`src/rtl/pipe_ctrl_pkg.sv`:
```
// ---------------------------------------------------------------------------
// pipe_ctrl_pkg
// Shared types and default constants for the pipeline sequencing controller
// and the pipeline registers it steers.
//   ctrl_state_t      : controller FSM states (RUN, FLUSH)
//   DEF_FLUSH_CYCLES  : default bubble count after a taken jump (1..7)
//   DEF_HOLD_MAX      : default stall length that trips the watchdog (1..65535)
//   DEF_RESET_PC      : default reset value of the redirect target
//   NOP_INSTR         : instruction loaded into IF/ID and ID/EX on a flush
// ---------------------------------------------------------------------------
package pipe_ctrl_pkg;

    typedef enum logic {
        RUN   = 1'b0,
        FLUSH = 1'b1
    } ctrl_state_t;

    localparam int          DEF_FLUSH_CYCLES = 2;
    localparam int          DEF_HOLD_MAX     = 255;
    localparam logic [31:0] DEF_RESET_PC     = 32'h0000_0000;

    // addi x0, x0, 0
    localparam logic [31:0] NOP_INSTR        = 32'h0000_0013;

endpackage

```
`src/rtl/pipe_ctrl_hold_watchdog.sv`:
```
// ---------------------------------------------------------------------------
// hold_watchdog
// Counts consecutive stalled cycles and raises a sticky timeout once a stall
// has lasted HOLD_MAX cycles.
//   clk            in  : core clock
//   rst            in  : asynchronous active-high reset
//   stall_i        in  : pipeline is stalled this cycle
//   timeout_clr_i  in  : clears the sticky timeout
//   timeout_o      out : sticky, stall lasted HOLD_MAX cycles
// ---------------------------------------------------------------------------
module hold_watchdog
    import pipe_ctrl_pkg::*;
#(
    parameter int HOLD_MAX = DEF_HOLD_MAX
) (
    input  logic clk,
    input  logic rst,
    input  logic stall_i,
    input  logic timeout_clr_i,
    output logic timeout_o
);

    localparam logic [15:0] CNT_SAT  = 16'(HOLD_MAX);
    localparam logic [15:0] CNT_LAST = 16'(HOLD_MAX - 1);

    logic [15:0] holdCnt_q, holdCnt_d;
    logic        timeout_q, timeout_d;
    logic        setTimeout;

    // Stall counter saturates so a stuck stall never wraps back below the
    // trip point. The timeout is set on the HOLD_MAX-th consecutive stalled
    // edge; a clear arriving on that same edge loses to the set.
    always_comb begin
        holdCnt_d  = holdCnt_q;
        timeout_d  = timeout_q;
        setTimeout = stall_i && (holdCnt_q == CNT_LAST);

        if (!stall_i) begin
            holdCnt_d = '0;
        end else if (holdCnt_q < CNT_SAT) begin
            holdCnt_d = holdCnt_q + 16'd1;
        end

        if (setTimeout) begin
            timeout_d = 1'b1;
        end else if (timeout_clr_i) begin
            timeout_d = 1'b0;
        end
    end

    // Watchdog state register
    always_ff @(posedge clk or posedge rst) begin
        if (rst) begin
            holdCnt_q <= '0;
            timeout_q <= 1'b0;
        end else begin
            holdCnt_q <= holdCnt_d;
            timeout_q <= timeout_d;
        end
    end

    assign timeout_o = timeout_q;

endmodule

```
`src/rtl/pipe_ctrl.sv`:
```
// ---------------------------------------------------------------------------
// pipe_ctrl
// Pipeline sequencing controller for the 5-stage RV32I core. Turns the EX
// branch outcome into a PC redirect plus a FLUSH_CYCLES-long bubble in IF/ID
// and ID/EX, stalls the front of the pipe on EX holds or data-bus busy, and
// watches for stuck stalls.
//   clk             in      : core clock
//   rst             in      : asynchronous active-high reset
//   jump_en_i       in      : EX branch/jump taken
//   jump_addr_i     in [32] : EX branch target
//   hold_flag_ex_i  in      : EX multi-cycle op in progress
//   mem_busy_i      in      : data bus not ready
//   timeout_clr_i   in      : clears sticky timeout_o
//   pc_set_o        out     : one-cycle PC load pulse
//   pc_addr_o       out[32] : registered redirect target
//   flush_if_id_o   out     : IF/ID loads NOP
//   flush_id_ex_o   out     : ID/EX loads NOP
//   stall_o         out     : PC, IF/ID, ID/EX hold (combinational)
//   timeout_o       out     : sticky stall timeout
// When flush and stall are both high the pipeline registers let the flush win.
// ---------------------------------------------------------------------------
module pipe_ctrl
    import pipe_ctrl_pkg::*;
#(
    parameter int          FLUSH_CYCLES = DEF_FLUSH_CYCLES,
    parameter int          HOLD_MAX     = DEF_HOLD_MAX,
    parameter logic [31:0] RESET_PC     = DEF_RESET_PC
) (
    input  logic        clk,
    input  logic        rst,
    input  logic        jump_en_i,
    input  logic [31:0] jump_addr_i,
    input  logic        hold_flag_ex_i,
    input  logic        mem_busy_i,
    input  logic        timeout_clr_i,
    output logic        pc_set_o,
    output logic [31:0] pc_addr_o,
    output logic        flush_if_id_o,
    output logic        flush_id_ex_o,
    output logic        stall_o,
    output logic        timeout_o
);

    localparam logic [2:0] FLUSH_LOAD = 3'(FLUSH_CYCLES - 1);

    ctrl_state_t state_q, state_d;
    logic [2:0]  flushCnt_q, flushCnt_d;
    logic        flush_q, flush_d;
    logic        pcSet_q, pcSet_d;
    logic [31:0] pcAddr_q, pcAddr_d;
    logic        stall;
    logic        jumpTake;

    assign stall    = hold_flag_ex_i | mem_busy_i;
    assign jumpTake = jump_en_i & ~stall & (state_q == RUN);

    // Next-state logic. A jump seen while stalled is dropped because EX will
    // present it again once the stall clears; a jump seen in FLUSH is a
    // bubble and is dropped. The flush counter runs regardless of stall so
    // the bubble length is fixed.
    always_comb begin
        state_d    = state_q;
        flushCnt_d = flushCnt_q;
        flush_d    = flush_q;
        pcSet_d    = 1'b0;
        pcAddr_d   = pcAddr_q;

        case (state_q)
            RUN: begin
                flush_d = 1'b0;
                if (jumpTake) begin
                    state_d    = FLUSH;
                    flushCnt_d = FLUSH_LOAD;
                    flush_d    = 1'b1;
                    pcSet_d    = 1'b1;
                    pcAddr_d   = jump_addr_i;
                end
            end
            FLUSH: begin
                if (flushCnt_q == 3'd0) begin
                    state_d = RUN;
                    flush_d = 1'b0;
                end else begin
                    flushCnt_d = flushCnt_q - 3'd1;
                end
            end
            default: begin
                state_d = RUN;
                flush_d = 1'b0;
            end
        endcase
    end

    // Controller state and registered outputs
    always_ff @(posedge clk or posedge rst) begin
        if (rst) begin
            state_q    <= RUN;
            flushCnt_q <= '0;
            flush_q    <= 1'b0;
            pcSet_q    <= 1'b0;
            pcAddr_q   <= RESET_PC;
        end else begin
            state_q    <= state_d;
            flushCnt_q <= flushCnt_d;
            flush_q    <= flush_d;
            pcSet_q    <= pcSet_d;
            pcAddr_q   <= pcAddr_d;
        end
    end

    hold_watchdog #(
        .HOLD_MAX (HOLD_MAX)
    ) u_hold_watchdog (
        .clk           (clk),
        .rst           (rst),
        .stall_i       (stall),
        .timeout_clr_i (timeout_clr_i),
        .timeout_o     (timeout_o)
    );

    assign stall_o       = stall;
    assign pc_set_o      = pcSet_q;
    assign pc_addr_o     = pcAddr_q;
    assign flush_if_id_o = flush_q;
    assign flush_id_ex_o = flush_q;

endmodule

```
`config.mk`:
```
export PLATFORM = sky130hd
export DESIGN_NAME = pipe_ctrl
export DESIGN_NICKNAME = d
export VERILOG_FILES = /design/src/rtl/pipe_ctrl_pkg.sv /design/src/rtl/pipe_ctrl_hold_watchdog.sv /design/src/rtl/pipe_ctrl.sv
export SDC_FILE = /design/constraint.sdc
export NUM_CORES = 1
export LEC_CHECK = 0
export ABC_AREA = 0
export BUFFER_PORTS_ARGS = -buffer_cell sky130_fd_sc_hd__buf_2
export CORE_UTILIZATION = 30
export DETAILED_ROUTE_END_ITERATION = 10
export MAX_ROUTING_LAYER = met4
export SLEW_MARGIN = 10
export SYNTH_ARGS = -nofsm -noshare
export SYNTH_HDL_FRONTEND = slang
export SYNTH_SLANG_ARGS = --single-unit
```
`constraint.sdc`:
```
create_clock -name clk -period 4.9 [get_ports clk]
set_input_delay 0.245 -clock clk [delete_from_list [all_inputs] [get_ports clk]]
set_output_delay 0.245 -clock clk [all_outputs]
set_load 0.01 [all_outputs]
```
==> results of run 1 <==
## layout make-up
class / instances / area [sq um]
multi-input combinational: 93 / 792
clock inverter: 1 / 5.00
tap: 99 / 124
timing repair buffer: 76 / 385
inverter: 7 / 26.3
fill: 724 / 4420
clock buffer: 6 / 82.6
sequential: 55 / 1380
## cell usage in the layout (no fill, tap or decap), types with 2 or more instances in the layout
master,netlist,routed
clkbuf_8,0,6
o21ai_0,2,2
nand2_1,6,6
or3_1,2,2
or4_1,3,3
mux2_2,32,32
nor4_4,2,2
ha_1,4,4
nor2_1,4,4
o22ai_1,2,2
inv_1,7,6
buf_4,1,2
nand2b_1,2,2
nand3_1,4,4
a21oi_1,7,7
and2_1,7,7
buf_2,4,74
dfrtp_1,55,55
o31ai_1,3,3
## power by group through the flow
stage	clock network, W	logic [W]	registers, W
3_5_place_dp	0	0.000440	0.000696
6_report	0.000249	0.000430	0.000686
3_3_place_gp	0	0.000430	0.000693
5_1_grt	0.000282	0.000480	0.000708
2_1_floorplan	0	0.000197	0.000755
4_1_cts	0.000268	0.000440	0.000688
## kinds of logic after synthesis
kind of cell | Yosys count | synth area share, %
simple gates | 37 | 11.0
buf+inv | 13 | 2.92
fa+ha+maj | 4 | 2.25
xor+xnor | 2 | 0.787
compound gates | 18 | 5.11
flops | 55 | 61.8
mux | 32 | 16.2
## metal layers
layer  up-vias  global-route usage (%)  routed length, um
li1        713                       -                  -
met3         2                    3.02                198
met5         -                       -                  0
met2        45                    16.4               1850
met4         0                    3.52                 14
met1       717                    13.6               1840
## state kept, by name (all words and copies together), names as in the netlist
| name | count |
|---|---|
| flush_id_ex_o | 1 |
| u_hold_watchdog.holdCnt_q | 16 |
| pc_set_o | 1 |
| pc_addr_o | 32 |
| state_q | 1 |
| flushCnt_q | 3 |
| u_hold_watchdog.timeout_o | 1 |
## Yosys cell counts (all sizes together)
cell type / count
o21ai: 3
buf: 6
nand4: 2
nand2: 6
a21o: 1
o22ai: 2
xnor2: 1
or3: 2
o211ai: 1
nand3: 4
ha: 4
a21oi: 7
nor4b: 1
o2111ai: 1
nand2b: 2
or4: 3
mux2: 32
nor2b: 1
nor2: 4
inv: 7
o31ai: 3
nor4: 2
xor2: 1
dfrtp: 55
or2: 1
and2: 8
nor3: 1
## critical path, delay by kind of cell, from the launching register on
family / cells / cell delay, ns
and+or+nand+nor: 2 / 0.89
AOI/OAI and AO/OA: 2 / 0.45
DFF: 1 / 0.42
## per-stage QoR
stage | utilization (%) | area (sq um) | power, W | hold slack [ns] | worst slack, ns
floorplan | - | 2230 | 0.000952 | 0.352 | 3.31
global placement | 37.5 | 2700 | 0.00112 | 0.444 | 3.15
detailed placement | 37.5 | 2700 | 0.00114 | 0.452 | 3.08
CTS | 38.7 | 2790 | 0.00140 | 0.127 | 3.05
global route | 38.7 | 2790 | 0.00147 | 0.123 | 2.95
finish | 38.7 | 2790 | 0.00137 | 0.134 | 3.07
## worst paths after layout
path	to	cells past startpoint	from	slack, ns
max reg2reg	u_hold_watchdog.holdCnt_q[5]	4	u_hold_watchdog.holdCnt_q[9]	3.07
min reg2reg	flushCnt_q[0]	1	flushCnt_q[0]	0.47
min	pc_addr_o[11]	3	rst	0.13
max	u_hold_watchdog.holdCnt_q[5]	4	u_hold_watchdog.holdCnt_q[9]	3.07
min in group clk	u_hold_watchdog.timeout_o	2	timeout_clr_i	0.14
max in group asynchronous	u_hold_watchdog.holdCnt_q[7]	3	rst	4.32
==> metrics.txt, run 1 <==
count of different cell masters after synthesis=32; Final Hold Violating Endpoints=0; Data arrival, critical path=between 2 and 2.5 ns; drt first-iter violations=49; detailed placer's ending HPWL=2650 um; startpoint types=register; PwrDens=between 400 and 500 nW/um^2; Slew @ Worst Pin=0.693 ns; fin cells=approximately 340; Area growth syn-to-layout=25.3%; element type at the critical path end=register; clock share of power=18.3%; Core Area=7210 sq um; layout cells sized above 1=51.3%; die extent in y=88.2 um; Post-CTS Setup Bufs=0; max-cap violations=0; slowest stage delay, CP=0.54 ns; Mapped Avg Cell Area=13.8 sq um; CTS tree=yes; first-pass GRT wire length=6240 um; Setup Crit Path Kind=reg2reg; CTS hold repair buffers=0; Static Leakage=1.35 nW; CP required=5.12 ns; DR vias=1477; status=completed; Final Setup Violations=0; RSZ-0062 raised after global routing=false; Final GP Congestion=roughly 0.66; cell count after synthesis=161; Die Area=7770 sq um; top cell type by total area after synthesis=dfrtp_1; antenna cells=0; Final period util=a little under two fifths; worst rel slew slack=53.8%; CP Cell Sequence=nor4_4, o211ai_2, or4_1, a21oi_1; Pre-antenna DRT Iters=4; Via density=4.38; largest net degree at the start of global routing=56; number of port buffers=74; Clk Latency, worst-skew pair=0.29 ns; Synth Cell Area=between 2000 and 2500 sq um; Congestion Overflow GR=0; Sw Ratio=30.8%; post-synth top area share=61.8%; peak supply drop=0.195 mV; gr usage total=10.7%; Seq/Total Area, Yosys=61.8%; initial antenna violation count=0; post-synthesis register bit count=55; top cells by area, synth=dfrtp_1 62%, mux2_2 16%, ha_1 2.2%, and2_1 2.0%, nor4_4 1.9%; I/O pins=75; CTS Sinks=55; WL final=3900 um; clk_skew=0.00298 ns; Ys Warns=0; clock input transition at the sequential cells of the worst setup and hold paths=0.09 ns; min-delay worst type=in2async; cell row count=31; CTS Buf Count=5; H-tree levels=2; final net count=280; placed insts=330; share of power burned in registers=50.2%; Crit-path slowest cell=or4_1; Post-Syn Nets=just over 200; Resize count post-CTS=0; Initial Util=30.9%; Clock Path Buffers=2; Die Wd=just under 90 um; # DRC=0; sum of negative setup slack=0 ns; maximum fanout along the worst path=13; Pint=0.000944 W; DR WL/cell=approximately 12 um; Peak Freq=546 MHz; Gate power share=31.5%; final worst path period need=roughly 1.8 ns; number of routed nets with antenna violations=0; Final Max Tran Viols=0; root buffer cell=clkbuf_8; sw power=0.000421 W; vias in the first global route=about 1400
Note: power is estimated with default switching activity, not from simulation.
==> run 2, diff against run 1 <==
==> constraint.sdc (replaced) <==
create_clock -name clk -period 1.6 [get_ports clk]
set_input_delay 0.08 -clock clk [delete_from_list [all_inputs] [get_ports clk]]
set_output_delay 0.08 -clock clk [all_outputs]
set_load 0.01 [all_outputs]
==> metrics.txt, run 2 (same netlist as run 1, synthesis figures left out) <==
status=complete, but fails checks; failing checks=setup timing; Die Wd=88.2 um (unchanged); Area growth syn-to-layout=47.2%; vias in the first global route=1664 (+21%); CTS Buf Count=5 (unchanged); cell row count=31 (unchanged); WP buf/inv=0 (unchanged); fin cells=381 (+13%); delay-heaviest family, CP=simple AND/OR/NAND/NOR gates; WL final=4720 um (+21%); final worst path period need=1.65 ns (-0.185 ns); commonest cells after routing, fill and taps aside=74 x buf_2, 55 x dfrtp_1, 32 x mux2_2, 32 x dlygate4sd3_1, 11 x buf_4; Slew @ Worst Pin=0.363 ns (-0.330 ns); Die Area=7770 sq um (unchanged); Final Setup Violations=4 (+4); maximum fanout along the worst path=6 (-7); share of power burned in registers=48.1% (-2.1 points); CP required=1.84 ns (-3.28 ns); final net count=323 (+15%); Pre-antenna DRT Iters=4 (unchanged); number of port buffers=74 (unchanged); Core Area=7210 sq um (unchanged); number of routed nets with antenna violations=0 (unchanged); clock share of power=18.4% (about the same); Hold WS=0.00983 ns (-0.124 ns); # DRC=0 (unchanged); commonest non-fill, non-tap cell in the layout=buf_2; PwrDens=1340 nW/um^2 (+170%); slowest stage delay, CP=0.50 ns (-0.04 ns); element type at the critical path end=register; Congestion Overflow GR=0 (unchanged); number of fill cells in the layout=707 (-2.3%); CTS tree=yes; max reg flops=32 (unchanged); Clk Latency, worst-skew pair=0.31 ns (+0.02 ns); worst rel slew slack=75.7% (+22 points); Clock Path Buffers=2 (unchanged); Initial Util=30.9% (unchanged); Gate power share=33.5% (+2.0 points); post-layout util=45.5% (+6.8 points); initial antenna violation count=0 (unchanged); Static Leakage=1.55 nW (+15%); layout cells sized above 1=49.6% (-1.6 points); peak supply drop=0.751 mV (+290%); Pint=0.00301 W (+220%); Final Max Tran Viols=0 (unchanged); Setup Crit Path Kind=reg2reg; Finished Cell Area=3280 sq um (+17%); antenna cells=0 (unchanged); Final period util=103% (+66 points); H-tree levels=2 (unchanged); Final GP Congestion=0.710 (+7.3%); drt first-iter violations=47 (-4.1%); setup ws final=-0.0465 ns (-3.11 ns); Sw Ratio=31.3% (+0.52 points); Peak Freq=607 MHz (+11%); startpoint types=register; Final Hold Violating Endpoints=0 (unchanged); root buffer cell=clkbuf_8; largest net degree at the start of global routing=38 (-32%); sw power=0.00137 W (+230%); max-cap violations=0 (unchanged); die extent in y=88.2 um (unchanged); Via density=4.41 (+0.73%); Data arrival, critical path=1.88 ns (-0.18 ns); DR WL/cell=12.4 um (+7.0%); clk_skew=0.00483 ns (+0.00185 ns); detailed placer's ending HPWL=2900 um (+9.5%); Crit-path slowest cell=or4_1; DR vias=1682 (+14%); placed insts=338 (+2.4%); area post-placement=2780 sq um (+2.7%); I/O pins=75 (unchanged); CTS Sinks=55 (unchanged); gr usage total=12.6% (+1.9 points); clock input transition at the sequential cells of the worst setup and hold paths=0.10 ns (about the same); CP Cell Sequence=nor4_4, o211ai_4, or4_1, a21oi_2; min-delay worst type=in2reg; first-pass GRT wire length=7340 um (+18%); RSZ-0062 raised after global routing=true
run 2: cell types whose count changed in the layout (fill, tap and decap cells not counted), moves of 2 or more:
cell / delta
a21oi_1: -4
a21oi_2: +4
buf_4: +9
dlygate4sd3_1: +32
o31ai_1: -2
run 2: timing repair:
item / in CTS / in global routing
buffers inserted: 3 / 1
cloned: 0 / 1
setup endpoints to repair: 3 / 38
hold buffers: 31 / 1
gates resized for setup: 1 / 12
pin swaps: 7 / 7
hold endpoints to repair: 85 / 1
run 2: final timing paths:
path	start	end	slack (ns)	depth (start not counted)
max in group asynchronous	rst	u_hold_watchdog.timeout_o	0.93	4
max	u_hold_watchdog.holdCnt_q[10]	u_hold_watchdog.holdCnt_q[7]	-0.05	4
max reg2reg	u_hold_watchdog.holdCnt_q[10]	u_hold_watchdog.holdCnt_q[7]	-0.05	4
min reg2reg	flushCnt_q[0]	flushCnt_q[0]	0.47	1
min in group asynchronous	rst	pc_addr_o[18]	0.38	4
min	jump_addr_i[22]	pc_addr_o[22]	0.01	2
run 2: final cells by class:
class                   count  area (sq um)  share of cell area [%]
flip-flops and latches     55          1380                    42.0
multi-input cells          93           848                    25.9
repair buffers            119           810                    24.7
well taps                  99           124                    3.78
clock buffers               7          86.3                    2.63
inverters                   7          26.3                   0.801
clock inverters             1          8.76                   0.267
run 2: per-layer routing:
layer  track usage [%]  vias to the layer above  wire, um
met2              21.0                       43      2340
met5                 -                        -         0
met3              3.20                        6       177
met4              3.52                        0        41
met1              15.1                      833      2150
li1                  -                      800         -
run 2: power groups by stage:
stage	Combinational [W]	Clock (W)	Sequential, W
detailed placement	0.00139	0	0.00213
CTS	0.00145	0.000846	0.00211
global placement	0.00136	0	0.00211
finish	0.00147	0.000806	0.00211
floorplan	0.000604	0	0.00231
global route	0.00163	0.000889	0.00219
run 2: stage by stage:
step           total power, W  setup TNS (ns)  setup slack (ns)
6_report              0.00438          -0.118           -0.0465
3_5_place_dp          0.00353          -0.108           -0.0578
2_1_floorplan         0.00292               0            0.0580
3_3_place_gp          0.00347         -0.0299           -0.0191
5_1_grt               0.00471          -0.651            -0.146
4_1_cts               0.00441          -0.277           -0.0685
==> run 3, diff against run 2 <==
--- a/config.mk
+++ b/config.mk
@@ -7,10 +7,12 @@
 export LEC_CHECK = 0
 export ABC_AREA = 0
 export BUFFER_PORTS_ARGS = -buffer_cell sky130_fd_sc_hd__buf_2
+export CORE_MARGIN = 1.5
 export CORE_UTILIZATION = 30
 export DETAILED_ROUTE_END_ITERATION = 10
 export MAX_ROUTING_LAYER = met4
 export SLEW_MARGIN = 10
 export SYNTH_ARGS = -nofsm -noshare
 export SYNTH_HDL_FRONTEND = slang
+export SYNTH_HIERARCHICAL = 1
 export SYNTH_SLANG_ARGS = --single-unit
==> metrics.txt, run 3 <==
commonest non-fill, non-tap cell in the layout=buf_2; Synth Cell Area=2280 sq um (+2.5%); clock input transition at the sequential cells of the worst setup and hold paths=0.10 ns (about the same); Setup Crit Path Kind=reg2reg; top cells by area, synth=dfrtp_1 60%, mux2_2 8.9%, mux2_1 6.9%, and2_1 2.2%, ha_1 2.2%; startpoint types=register; CTS Buf Count=5 (unchanged); element type at the critical path end=register; final net count=326 (+0.93%); Peak Freq=619 MHz (+2.0%); count leader, synth=dfrtp_1; Final period util=101% (-2.0 points); Mapped Avg Cell Area=13.9 sq um (+0.65%); Die Area=8140 sq um (+4.8%); Clk Latency, worst-skew pair=0.31 ns (about the same); Post-synth ARST share=100% (unchanged); Most used DFF post-synth=dfrtp_1; WL final=4730 um (+0.30%); root buffer cell=clkbuf_8; cell row count=31 (unchanged); top cell type by total area after synthesis=dfrtp_1; Die Wd=90.2 um (+2.4%); number of port buffers=74 (unchanged); Initial Util=31.3% (+0.44 points); post-synth top area share=60.3% (-1.5 points); Area growth syn-to-layout=46.2%; worst rel slew slack=56.1% (-20 points); final worst path period need=1.61 ns (-0.0320 ns); commonest cells after routing, fill and taps aside=74 x buf_2, 55 x dfrtp_1, 34 x dlygate4sd3_1; layout cells sized above 1=43.2% (-6.5 points); Slew @ Worst Pin=0.658 ns (+0.295 ns); min-delay worst type=in2reg; failing checks=setup timing; Hold WS=0.167 ns (+0.157 ns); largest net degree at the start of global routing=39 (+2.6%); sum of negative setup slack=-0.0145 ns (+0.103 ns); I/O pins=75 (unchanged); number of routed nets with antenna violations=0 (unchanged); Ys Warns=6 (+6); status=complete, but fails checks; drt first-iter violations=78 (+66%); setup ws final=-0.0145 ns (+0.0320 ns); detailed placer's ending HPWL=3060 um (+5.3%); CTS Sinks=55 (unchanged); peak supply drop=0.738 mV (-1.7%); vias in the first global route=1668 (+0.24%); first-pass GRT wire length=7940 um (+8.1%); Data arrival, critical path=1.86 ns (-0.02 ns); synth cell count leaders=55 x dfrtp_1, 18 x mux2_2, 14 x mux2_1; Post-synth EDFFs=0 (unchanged); die extent in y=90.2 um (+2.4%); maximum fanout along the worst path=5 (-1); RSZ-0062 raised after global routing=true; CP required=1.84 ns (about the same); antenna cells=0 (unchanged); R2R Setup Slk=-0.01 ns (+0.03 ns); DR WL/cell=12.3 um (-0.49%); dpl ws=0.0247 ns (+0.0825 ns); Core Area=7290 sq um (+1.1%); H-tree levels=2 (unchanged); gr usage total=12.5% (-0.11 points); DR vias=1667 (-0.89%); clk_skew=0.00988 ns (+0.00505 ns); max reg flops=32 (unchanged); initial antenna violation count=0 (unchanged); Static Leakage=1.62 nW (+4.3%); Seq/Total Area, Yosys=60.3% (-1.5 points); Congestion Overflow GR=0 (unchanged); PwrDens=1410 nW/um^2 (+5.8%); post-synthesis register bit count=55 (unchanged); Final Hold Violating Endpoints=0 (unchanged); Via density=4.34 (-1.7%); Final GP Congestion=0.746 (+5.1%); Post-Syn Nets=206 (+1.5%); max-cap violations=0 (unchanged); Pre-antenna DRT Iters=4 (unchanged); Clock Path Buffers=2 (unchanged); number of fill cells in the layout=673 (-4.8%); Final Setup Violations=1 (-3); count of different cell masters after synthesis=34 (+6.3%); Final Max Tran Viols=0 (unchanged); CTS tree=yes; # DRC=0 (unchanged); cell count after synthesis=164 (+1.9%)
run 3: worst paths after layout:
kind,to,cells past startpoint,from
setup / recovery,u_hold_watchdog/holdCnt_q[5],4,u_hold_watchdog/holdCnt_q[14]
setup reg to reg,u_hold_watchdog/holdCnt_q[5],4,u_hold_watchdog/holdCnt_q[14]
hold / removal,pc_set_o,3,mem_busy_i
min in group asynchronous,u_hold_watchdog/holdCnt_q[7],3,rst
hold reg to reg,flushCnt_q[0],1,flushCnt_q[0]
max in group asynchronous,u_hold_watchdog/holdCnt_q[13],3,rst
run 3: stage by stage:
| step | total power (W) | area, sq um | utilization, % | std cells |
|---|---|---|---|---|
| after CTS | 0.00477 | 3280 | 45.0 | 381 |
| after global placement | 0.00354 | 2800 | 38.4 | 339 |
| after detailed placement | 0.00358 | 2800 | 38.4 | 339 |
| after floorplan | 0.00297 | 2280 | - | 164 |
| final | 0.00472 | 3340 | 45.8 | 384 |
| after global routing | 0.00503 | 3340 | 45.8 | 384 |
run 3: area by class of cell:
cell class	count	area, sq um	area share, %
clock buffer	5	68.8	2.06
clock inverter	3	71.3	2.14
sequential	55	1380	41.2
tap	99	124	3.71
timing repair buffer	118	802	24.0
inverter	10	37.5	1.12
multi-input combinational	94	858	25.7
run 3: critical path, stage by stage, from the launching register on:
cell and delay [ns]:
dfrtp_1 0.43, nor4_4 0.40, o211ai_4 0.14, or4_1 0.43, a21oi_1 0.15
run 3: timing repair:
item                                    4_1_cts  5_1_grt
endpoints found under the hold margin        88        0
endpoints found under the setup margin        2        6
gates resized for setup                       0        6
buffers inserted                              0        2
cloned                                        0        1
pin swaps                                     1        7
hold buffers                                 34        0
run 3: cell families after synthesis:
group / share of synthesized area (%)
AO/OA/AOI/OAI: 4.77
adder cells (fa/ha/maj): 2.19
XOR/XNOR: 0.384
multiplexers: 16.2
buffers and inverters: 3.94
flip-flops: 60.3
AND/OR/NAND/NOR: 12.2
run 3: per-layer routing:
metal	track usage (%)	share of wire, %	up-vias	wire length [um]
met5	-	0	-	0
met4	4.89	1.8	0	84
met3	2.62	2.9	8	135
met2	20.9	53	42	2510
met1	14.8	42	809	2000
li1	-	-	808	-
run 3: where the power goes:
part	switching [W]	leakage (nW)	internal [W]	total, W
logic	0.000709	0.856	0.000780	0.00149
registers	0.000245	0.690	0.00188	0.00213
clock network	0.000467	0.0703	0.000635	0.00110
